File: config.mk
export PLATFORM = sky130hd
export DESIGN_NAME = lcd_cmd_issuer
export DESIGN_NICKNAME = d
export VERILOG_FILES = /design/src/rtl/lcd_pkg.sv /design/src/rtl/lcd_cmd_fifo.sv /design/src/rtl/lcd_cmd_issuer.sv
export SDC_FILE = /design/constraint.sdc
export NUM_CORES = 1
export LEC_CHECK = 0
export CAP_MARGIN = 10
export CELL_PAD_IN_SITES_DETAIL_PLACEMENT = 0
export CELL_PAD_IN_SITES_GLOBAL_PLACEMENT = 1
export CORE_MARGIN = 1.5
export CORE_UTILIZATION = 47
export CTS_CLUSTER_SIZE = 25
export DETAILED_ROUTE_END_ITERATION = 10
export GPL_ROUTABILITY_DRIVEN = 0
export PLACE_DENSITY_LB_ADDON = 0.1
export SYNTH_ARGS = -nofsm -noshare
export SYNTH_HDL_FRONTEND = slang
export SYNTH_SLANG_ARGS = --single-unit
File: constraint.sdc
create_clock -name clk -period 3.95 [get_ports clk]
set_input_delay 0.395 -clock clk [delete_from_list [all_inputs] [get_ports clk]]
set_output_delay 0.395 -clock clk [all_outputs]
set_load 0.02 [all_outputs]
File: src/rtl/lcd_pkg.sv
// rtl/lcd_pkg.sv - shared opcode constants and issuer state encoding
// Contents: 4-bit opcode constants CMD_WRITE..CMD_MIRROR_Y, CMD_LAST,
//           issuer state width STATE_W and state enum issuer_state_e.
package lcd_pkg;

   localparam int STATE_W = 2;

   localparam logic [3:0] CMD_WRITE       = 4'd0;
   localparam logic [3:0] CMD_SHIFT_UP    = 4'd1;
   localparam logic [3:0] CMD_SHIFT_DOWN  = 4'd2;
   localparam logic [3:0] CMD_SHIFT_LEFT  = 4'd3;
   localparam logic [3:0] CMD_SHIFT_RIGHT = 4'd4;
   localparam logic [3:0] CMD_MAX         = 4'd5;
   localparam logic [3:0] CMD_MIN         = 4'd6;
   localparam logic [3:0] CMD_AVERAGE     = 4'd7;
   localparam logic [3:0] CMD_ROT_CCW     = 4'd8;
   localparam logic [3:0] CMD_ROT_CW      = 4'd9;
   localparam logic [3:0] CMD_MIRROR_X    = 4'd10;
   localparam logic [3:0] CMD_MIRROR_Y    = 4'd11;
   localparam logic [3:0] CMD_LAST        = CMD_MIRROR_Y;

   typedef enum logic [STATE_W-1:0] {
      ST_IDLE    = 2'd0,
      ST_ISSUE   = 2'd1,
      ST_WAIT_HI = 2'd2,
      ST_WAIT_LO = 2'd3
   } issuer_state_e;

endpackage

File: src/rtl/lcd_cmd_fifo.sv
// rtl/lcd_cmd_fifo.sv - synchronous opcode FIFO
// Ports: clk, reset (async, active-high), push/din write side,
//        pop/head read side (head is the oldest entry), full, empty.
module lcd_cmd_fifo #(
   parameter int DEPTH = 8
) (
   input  logic       clk,
   input  logic       reset,
   input  logic       push,
   input  logic [3:0] din,
   input  logic       pop,
   output logic [3:0] head,
   output logic       full,
   output logic       empty
);

   localparam int AW = $clog2(DEPTH);

   logic [3:0]    mem [DEPTH];
   logic [AW-1:0] wr_ptr;
   logic [AW-1:0] rd_ptr;
   logic [AW:0]   count;
   logic          do_push;
   logic          do_pop;

   assign full    = (count == (AW+1)'(DEPTH));
   assign empty   = (count == '0);
   assign do_push = push && !full;
   assign do_pop  = pop && !empty;
   assign head    = mem[rd_ptr];

   // storage needs no reset: entries are only read once count says they are valid
   always_ff @(posedge clk) begin
      if (do_push) begin
         mem[wr_ptr] <= din;
      end
   end

   always_ff @(posedge clk or posedge reset) begin
      if (reset) begin
         wr_ptr <= '0;
         rd_ptr <= '0;
         count  <= '0;
      end else begin
         if (do_push) begin
            wr_ptr <= wr_ptr + AW'(1);
         end
         if (do_pop) begin
            rd_ptr <= rd_ptr + AW'(1);
         end
         if (do_push && !do_pop) begin
            count <= count + (AW+1)'(1);
         end else if (do_pop && !do_push) begin
            count <= count - (AW+1)'(1);
         end
      end
   end

endmodule

File: src/rtl/lcd_cmd_issuer.sv
// rtl/lcd_cmd_issuer.sv - host opcode buffer and one-at-a-time command issuer
// Ports: clk, reset (async, active-high); host_cmd/host_valid/host_ready host
//        stream; cmd/cmd_valid issue strobe and busy/done from the controller;
//        frame_done pulse, issued_cnt, idle status.
// Option LCD_CMD_CHECK_EN: opcodes above CMD_LAST are dropped and flagged on bad_cmd.
module lcd_cmd_issuer
   import lcd_pkg::*;
#(
   parameter int DEPTH = 8,
   parameter int CNT_W = 8
) (
   input  logic             clk,
   input  logic             reset,
   input  logic [3:0]       host_cmd,
   input  logic             host_valid,
   output logic             host_ready,
   output logic [3:0]       cmd,
   output logic             cmd_valid,
   input  logic             busy,
   input  logic             done,
   output logic             frame_done,
   output logic [CNT_W-1:0] issued_cnt,
   output logic             idle
`ifdef LCD_CMD_CHECK_EN
   ,
   output logic             bad_cmd
`endif
);

   localparam logic [STATE_W-1:0] IDLE    = ST_IDLE;
   localparam logic [STATE_W-1:0] ISSUE   = ST_ISSUE;
   localparam logic [STATE_W-1:0] WAIT_HI = ST_WAIT_HI;
   localparam logic [STATE_W-1:0] WAIT_LO = ST_WAIT_LO;

   logic [STATE_W-1:0] state;
   logic [3:0]         head;
   logic               full;
   logic               empty;
   logic               push;
   logic               pop;
   logic               done_d;
   logic               head_bad;

   // full blocks the host even when a pop lands on the same edge
   assign host_ready = !full;
   assign push       = host_valid && host_ready;
   assign pop        = (state == IDLE) && !busy && !empty;
   assign idle       = empty && (state == IDLE) && !busy;

`ifdef LCD_CMD_CHECK_EN
   assign head_bad = (head > CMD_LAST);
`else
   assign head_bad = 1'b0;
`endif

   lcd_cmd_fifo #(
      .DEPTH (DEPTH)
   ) u_fifo (
      .clk   (clk),
      .reset (reset),
      .push  (push),
      .din   (host_cmd),
      .pop   (pop),
      .head  (head),
      .full  (full),
      .empty (empty)
   );

   always_ff @(posedge clk or posedge reset) begin
      if (reset) begin
         state      <= IDLE;
         cmd        <= '0;
         cmd_valid  <= 1'b0;
         issued_cnt <= '0;
`ifdef LCD_CMD_CHECK_EN
         bad_cmd    <= 1'b0;
`endif
      end else begin
         cmd_valid <= 1'b0;
`ifdef LCD_CMD_CHECK_EN
         bad_cmd   <= 1'b0;
`endif
         case (state)
            IDLE: begin
               if (pop) begin
                  if (head_bad) begin
`ifdef LCD_CMD_CHECK_EN
                     bad_cmd <= 1'b1;
`endif
                  end else begin
                     cmd        <= head;
                     cmd_valid  <= 1'b1;
                     issued_cnt <= issued_cnt + CNT_W'(1);
                     state      <= ISSUE;
                  end
               end
            end
            ISSUE:   state <= WAIT_HI;
            // controller raises busy the edge after it samples the strobe
            WAIT_HI: if (busy)  state <= WAIT_LO;
            WAIT_LO: if (!busy) state <= IDLE;
            default: state <= IDLE;
         endcase
      end
   end

   always_ff @(posedge clk or posedge reset) begin
      if (reset) begin
         done_d     <= 1'b0;
         frame_done <= 1'b0;
      end else begin
         done_d     <= done;
         frame_done <= done && !done_d;
      end
   end

endmodule

==> metrics.md, run 1 <==
| Metric | Value |
|---|---|
| Status | finished, final reports clean |
| Antenna violations before repair | 0 |
| Worst skew pair latency | between 0.3 and 0.4 ns |
| Final WL | 4.17 mm |
| Critical path buffers and inverters | 2 |
| FP Rows | 27 |
| Syn. warnings | 0 |
| Overall power | 0.00222 W |
| Most frequent cells in the layout | 32 x edfxtp_1, 27 x dfrtp_1, 24 x clkdlybuf4s50_1, 17 x nand2_1, 16 x mux2i_1 |
| WL/cell | between 10 and 15 um |
| Crit Path Category | reg -> reg |
| Number of synthesized flops with an enable pin | 32 |
| Antenna Cells | 0 |
| Peak supply drop | roughly 0.00031 V |
| Setup crit end kind | register |
| Layout cells sized above 1 | a little over an eighth |
| First-pass GRT wire length | between 7 and 8 mm |
| DIE WIDTH | roughly 78 um |
| Vias | 1483 |
| Critical path depth | 11 |
| H-tree depth | 3 |
| Static leakage | ~1.2 nW |
| Synthesis-to-layout area growth | 17.1% |
| Reg clk slew, reported paths | around 0.06 ns |
| CP cell instances | inv_1 > ha_1 > nand2b_1 > or2_2 > ha_1 > inv_1 > ha_1 > a21o_1 > a2111oi_2 > a31oi_1 > a221o_1 |
| IO Port Bufs | 24 |
| CP Max Fanout | 14 |
| Setup TNS | 0 ns |
| Crit-path max cell delay | around 0.43 ns |
| Worst Setup Start Kind | register |
| Initial DRC count | 64 |
| PnR worst setup slack | ~0.78 ns |
| Clk_skew | about 0.0056 ns |
| Worst Reg-to-Reg Cells | 11 |
| Async set-reset flop share out of synthesis | roughly 46% |
| Hold depth | 1 |
| Starting Density | roughly half |
| Post-Syn Instances | 180 |
| Dpl cell area | slightly below 3000 um^2 |
| DRT Pass-1 Iters | 4 |
| Min Hold Slack | slightly above 0.4 ns |
| Detailed placement HPWL | 3.10 mm |
| Slew margin rel. | between 20 and 30% |
| Cell area after layout | just over 3000 um^2 |
| Worst path slowest cell | or2_2 |
| Mapped Area | roughly 2600 um^2 |
| Register area share after synthesis | between 60% and 70% |
| Die area | around 6000 um^2 |
| Ports | 25 |
| Post-CTS Hold Buffers | 0 |
| Most common cell after layout, fill and taps aside | edfxtp_1 |
| Power per cell area | 725 nW/um^2 |
| Fillers | 455 |
| Crit path required time | between 4 and 5 ns |
| Endpoints failing setup | 0 |
| Pin count of the biggest net entering global routing | 28 |
| Worst slack, placed | about 0.57 ns |
| Max_cap viols | 0 |
| Via-per-instance ratio | around 5.2 |
| Vias in the first global route | 1469 |
| CTS tree | done |
| CTS resizes | 0 |
| Die Ht | roughly 78 um |
| Max Slew Vio Count | 0 |
| Nets | 230 |
| Minimum clock period | ~3.2 ns |
| Most used DFF post-synth | edfxtp_1 |
| Post-CTS setup buffer count | 0 |
| CTS Buf Count | 9 |
| CTS root buffer | clkbuf_8 |
| Antenna viol nets, final | 0 |
| GR Overflow Total | 0 |
| Fmax | between 300 and 400 MHz |
| Crit path top cell by count | ha_1 |
| Family with the most delay on the worst path | compound AO/OA/AOI/OAI gates |
| RSZ-0062 raised after global routing | no |
| Seq cells post-synth | a little under 60 |
| Drt drc | 0 |
| Tcrit/Tclk final | 80.2% |
| Syn avg cell area | 14.6 um^2 |
| CTS Buffer Depth | 2 |
| Distinct cells, synth | 40 |
| Clk sinks | 59 |
| Final Hold Vio Count | 0 |
| Core Area | around 5400 um^2 |
| Measured slew at the worst slew-check pin | roughly 1.1 ns |
| Post-synthesis net count | 200 |
| Data arrival, critical path | between 3 and 4 ns |
| Worst min path class | reg -> reg |
| GRT Total Usage | about 16% |
worst register-to-register path, cell delays in order (launching register included):
cell,delay [ns]
dfrtp_1,0.39
inv_1,0.11
ha_1,0.28
nand2b_1,0.10
or2_2,0.43
ha_1,0.30
inv_1,0.17
ha_1,0.26
a21o_1,0.22
a2111oi_2,0.40
a31oi_1,0.07
a221o_1,0.32
registers in the layout, indices dropped and copies added, names as in the netlist:
register and count:
u_fifo.mem 32, cmd 4, state 2, issued_cnt 8, u_fifo.count 4, done_d 1, cmd_valid 1, u_fifo.rd_ptr 3
u_fifo.wr_ptr 3, frame_done 1
cells in the mapped netlist (all sizes together), types with 2 or more instances:
library cell | n | area share (%)
edfxtp | 32 | 37
dfrtp | 27 | 26
nand2 | 17 | 2.4
mux2i | 16 | 6.1
xnor2 | 11 | 3.7
ha | 10 | 4.8
nor3 | 7 | 1.3
inv | 6 | 0.86
nor2 | 5 | 0.72
o21ai | 5 | 1.5
buf | 4 | 1.8
mux4 | 4 | 3.4
mux2 | 3 | 1.3
nand2b | 3 | 0.72
nand3 | 3 | 0.57
nand4 | 3 | 0.72
nor2b | 3 | 0.72
nor4 | 3 | 0.95
and3 | 2 | 0.48
xor2 | 2 | 0.67
power breakdown:
group          leakage, nW  switching, W  internal (W)
clock               0.0787      0.000228      0.000223
sequential           0.625      0.000187      0.000811
combinational        0.501      0.000371      0.000403
layout make-up:
type                       count  area (um^2)  share of cell area [%]
inverter                       6         22.5                   0.734
clock buffer                   9          124                    4.04
clock inverter                 7         45.0                    1.47
timing repair buffer          24          240                    7.83
tap                           72         90.1                    2.94
multi-input combinational    110          910                    29.6
sequential                    59         1640                    53.3
path summary, 6_finish.rpt:
path	from	slack (ns)	endpoint
max	state[0]$_DFFE_PP0P_	0.78	u_fifo.count[3]$_DFFE_PP0P_
min	done_d$_DFF_PP0_	0.40	frame_done$_DFF_PP0_
max reg2reg	state[0]$_DFFE_PP0P_	0.78	u_fifo.count[3]$_DFFE_PP0P_
min reg2reg	done_d$_DFF_PP0_	0.40	frame_done$_DFF_PP0_
max in group asynchronous	reset	2.68	cmd[0]$_DFFE_PP0P_
min in group asynchronous	reset	0.63	u_fifo.wr_ptr[1]$_DFFE_PP0P_
cell families (layout without fill, tap and decap cells):
logic type	count (synthesis)	after routing	share of synthesized area [%]
AOI/OAI and AO/OA	14	14	4.49
xor gates and xnor gates	13	13	4.35
adders and majority gates	11	11	5.54
buffers and inverters	11	46	2.82
DFF	59	59	62.5
muxes	23	23	10.8
and+or+nand+nor	49	49	9.50
layer usage:
metal / track usage, % / wire (um) / vias to the layer above
met5: 0 / 0 / -
li1: - / - / 727
met3: 3.65 / 162 / 11
met2: 21.8 / 1880 / 36
met4: 8.36 / 87 / 0
met1: 22.4 / 2040 / 709
stage by stage:
stage / cells / utilization (%)
6_report: 287 / 56.4
4_1_cts: 287 / 56.4
2_1_floorplan: 180 / -
3_3_place_gp: 271 / 53.3
3_5_place_dp: 271 / 53.3
5_1_grt: 287 / 56.4
Power figures use the tool's default switching activity.
==> run 2: changes to the inputs <==
--- a/config.mk
+++ b/config.mk
@@ -9,7 +9,7 @@
 export CELL_PAD_IN_SITES_DETAIL_PLACEMENT = 0
 export CELL_PAD_IN_SITES_GLOBAL_PLACEMENT = 1
 export CORE_MARGIN = 1.5
-export CORE_UTILIZATION = 47
+export CORE_UTILIZATION = 42
 export CTS_CLUSTER_SIZE = 25
 export DETAILED_ROUTE_END_ITERATION = 10
 export GPL_ROUTABILITY_DRIVEN = 0
==> constraint.sdc (replaced) <==
create_clock -name clk -period 2.6 [get_ports clk]
set_input_delay 0.26 -clock clk [delete_from_list [all_inputs] [get_ports clk]]
set_output_delay 0.26 -clock clk [all_outputs]
set_load 0.02 [all_outputs]
==> run 2 against run 1 <==
  * Count of clock-buffer cells in the layout rose by 1
  * Largest cell class unchanged
  * Clock skew rose by 0.0049 ns
  * Critical path type unchanged
  * Total power rose by 72%
  * Largest power group is now combinational cells
  * Hold slack got worse by 0.11 ns
  * First-iteration DRC count rose by 28%
  * Flip-flop and latch count did not move
  * Critical endpoint unchanged
==> metrics.md, run 2 (same netlist as run 1, synthesis figures left out) <==
| Metric | Value |
|---|---|
| Status | finished, final reports clean (unchanged) |
| Sequential share of power | 38.1% (was 44.9%) |
| Fmax | 403 MHz (was 316 MHz) |
| Initial DRC count | 82 (was 64) |
| CP cell instances | inv_2 > ha_4 > nand2b_1 > or2_4 > ha_4 > inv_2 > ha_1 > a21o_1 > a2111oi_4 > a31oi_1 > a221o_1 (was inv_1 > ha_1 > nand2b_1 > or2_2 > ha_1 > inv_1 > ha_1 > a21o_1 > a2111oi_2 > a31oi_1 > a221o_1) |
| Crit Path Category | reg -> reg (unchanged) |
| Slew margin rel. | 50.8% (was 28.0%) |
| Power per cell area | 1160 nW/um^2 (was 725 nW/um^2) |
| Clock share of power | 23.3% (was 20.3%) |
| GR Overflow Total | 0 (unchanged) |
| Most frequent cells in the layout | 32 x edfxtp_1, 26 x dfrtp_1, 24 x clkdlybuf4s50_1, 17 x buf_4 (was 32 x edfxtp_1, 27 x dfrtp_1, 24 x clkdlybuf4s50_1, 17 x nand2_1, 16 x mux2i_1) |
| Vias | 1549 (was 1483) |
| Crit-path max cell delay | 0.40 ns (was 0.43 ns) |
| Max reg flops | 32 (unchanged) |
| CTS Buffer Depth | 2 (unchanged) |
| Core Area | 5960 um^2 (was 5440 um^2) |
| DIE WIDTH | 82.0 um (was 77.7 um) |
| Minimum clock period | 2.48 ns (was 3.17 ns) |
| CTS Buf Count | 9 (unchanged) |
| Max Slew Vio Count | 0 (unchanged) |
| CP Max Fanout | 3 (was 14) |
| Vias in the first global route | 1555 (was 1469) |
| Overall power | 0.00381 W (was 0.00222 W) |
| Family with the most delay on the worst path | compound AO/OA/AOI/OAI gates (unchanged) |
| CTS tree | done (unchanged) |
| Max_cap viols | 0 (unchanged) |
| Synthesis-to-layout area growth | 25.8% (was 17.1%) |
| Peak supply drop | 0.000577 V (was 0.000314 V) |
| Final Hold Vio Count | 0 (unchanged) |
| Worst skew pair latency | 0.33 ns (was 0.32 ns) |
| IO Port Bufs | 24 (unchanged) |
| Setup crit end kind | register (unchanged) |
| Comb power frac | 38.7% (was 34.8%) |
| First-pass GRT wire length | 7.52 mm (was 7.11 mm) |
| Starting Density | 44.0% (was 48.2%) |
| H-tree depth | 3 (unchanged) |
| DP Cell Count | 286 (was 271) |
| Worst min path class | in -> async (was reg -> reg) |
| Reg clk slew, reported paths | 0.07 ns (was 0.06 ns) |
| P_int | 0.00254 W (was 0.00144 W) |
| Sw frac | 33.5% (was 35.3%) |
| Measured slew at the worst slew-check pin | 0.732 ns (was 1.07 ns) |
| Detailed placement HPWL | 3.27 mm (was 3.10 mm) |
| Final WL | 4.66 mm (was 4.17 mm) |
| Top flop regs | u_fifo.mem: 32 flops, issued_cnt: 8 flops (unchanged) |
| P_sw | 0.00128 W (was 0.000786 W) |
| Fillers | 515 (was 455) |
| CTS root buffer | clkbuf_8 (unchanged) |
| DRT Pass-1 Iters | 4 (unchanged) |
| Antenna Cells | 0 (unchanged) |
| Cell area after layout | 3300 um^2 (was 3070 um^2) |
| Largest register by flop count | u_fifo.mem (unchanged) |
| Drt drc | 0 (unchanged) |
| Post-CTS Hold Buffers | 0 (unchanged) |
| FP Rows | 28 (was 27) |
| GRT Total Usage | 16.0% (was 15.6%) |
| Nets | 247 (was 230) |
| Pin count of the biggest net entering global routing | 28 (unchanged) |
| Critical path buffers and inverters | 2 (unchanged) |
| Antenna violations before repair | 0 (unchanged) |
| Worst Setup Start Kind | register (unchanged) |
| Clk sinks | 59 (unchanged) |
| Layout cells sized above 1 | 22.4% (was 13.5%) |
| Crit path required time | 2.81 ns (was 4.15 ns) |
| Final Non-Filler Cells | 307 (was 287) |
| Clk_skew | 0.0105 ns (was 0.00557 ns) |
| Endpoints failing setup | 0 (unchanged) |
| Ports | 25 (unchanged) |
| Tcrit/Tclk final | 95.5% (was 80.2%) |
| Worst path slowest cell | dfrtp_1 (was or2_2) |
| Die Ht | 82.0 um (was 77.7 um) |
| Via-per-instance ratio | 5.05 (was 5.17) |
| Antenna viol nets, final | 0 (unchanged) |
| Dpl cell area | 3030 um^2 (was 2900 um^2) |
| Die area | 6720 um^2 (was 6030 um^2) |
| Most common cell after layout, fill and taps aside | edfxtp_1 (unchanged) |
| WL/cell | 15.2 um (was 14.5 um) |
| Static leakage | 1.31 nW (was 1.20 nW) |
| Data arrival, critical path | 2.69 ns (was 3.37 ns) |
-- run 2: cell types whose count changed in the layout (fill, tap and decap cells not counted), moves of 2 or more --
cell	previous run	this run
bufinv_16	0	2
inv_1	4	1
clkinvlp_4	3	0
inv_2	2	5
ha_1	10	8
ha_4	0	2
buf_4	0	17
-- run 2: worst min-delay path, delay by kind of cell --
kind     cells  cell delay (ns)
buf+inv      3             0.78
-- run 2: cell type report --
type	instances	area, um^2	area share, %
tap	75	93.8	2.85
clock buffer	10	128	3.87
sequential	59	1640	49.7
multi-input combinational	110	966	29.3
inverter	6	22.5	0.683
clock inverter	6	81.3	2.47
timing repair buffer	41	368	11.2
-- run 2: power groups by stage --
stage	registers (W)	logic, W	clock network [W]
final	0.00145	0.00148	0.000887
after CTS	0.00146	0.00143	0.000909
after global placement	0.00146	0.00136	0
after global routing	0.00149	0.00164	0.000946
after floorplan	0.00151	0.000951	0
after detailed placement	0.00148	0.00141	0
-- run 2: layer usage --
layer | GRT usage, % | wire [um] | vias up | part of all wire (%)
met1 | 20.4 | 2240 | 746 | 48
li1 | - | - | 762 | -
met3 | 4.33 | 137 | 10 | 2.9
met2 | 24.3 | 2180 | 31 | 47
met4 | 9.15 | 89 | 0 | 1.9
met5 | 0 | 0 | - | 0
-- run 2: through the flow --
| step | hold slack, ns | setup TNS (ns) | worst slack (ns) | util, % |
|---|---|---|---|---|
| after floorplan | 0.291 | 0 | 0.0102 | - |
| after global placement | 0.386 | 0 | 0.0378 | 50.9 |
| after detailed placement | 0.394 | -0.0847 | -0.0847 | 50.9 |
| after CTS | 0.305 | 0 | 0.00816 | 54.6 |
| after global routing | 0.360 | -0.000495 | -0.000495 | 55.4 |
| final | 0.295 | 0 | 0.116 | 55.4 |
-- run 2: repair_timing --
item	CTS	global route
resized for setup	1	2
pin swaps	0	3
endpoints found under the setup margin	1	1
cloned	0	0
endpoints found under the hold margin	0	0
buffers inserted	1	4
-- run 2: final timing paths --
path / depth (start not counted) / start / slack [ns] / end
max: 11 / state[0]$_DFFE_PP0P_ / 0.12 / u_fifo.count[3]$_DFFE_PP0P_
min: 3 / reset / 0.30 / u_fifo.wr_ptr[0]$_DFFE_PP0P_
max reg2reg: 11 / state[0]$_DFFE_PP0P_ / 0.12 / u_fifo.count[3]$_DFFE_PP0P_
min reg2reg: 1 / done_d$_DFF_PP0_ / 0.40 / frame_done$_DFF_PP0_
max in group asynchronous: 3 / reset / 2.02 / u_fifo.count[1]$_DFFE_PP0P_
min in group clk: 1 / done / 0.40 / done_d$_DFF_PP0_
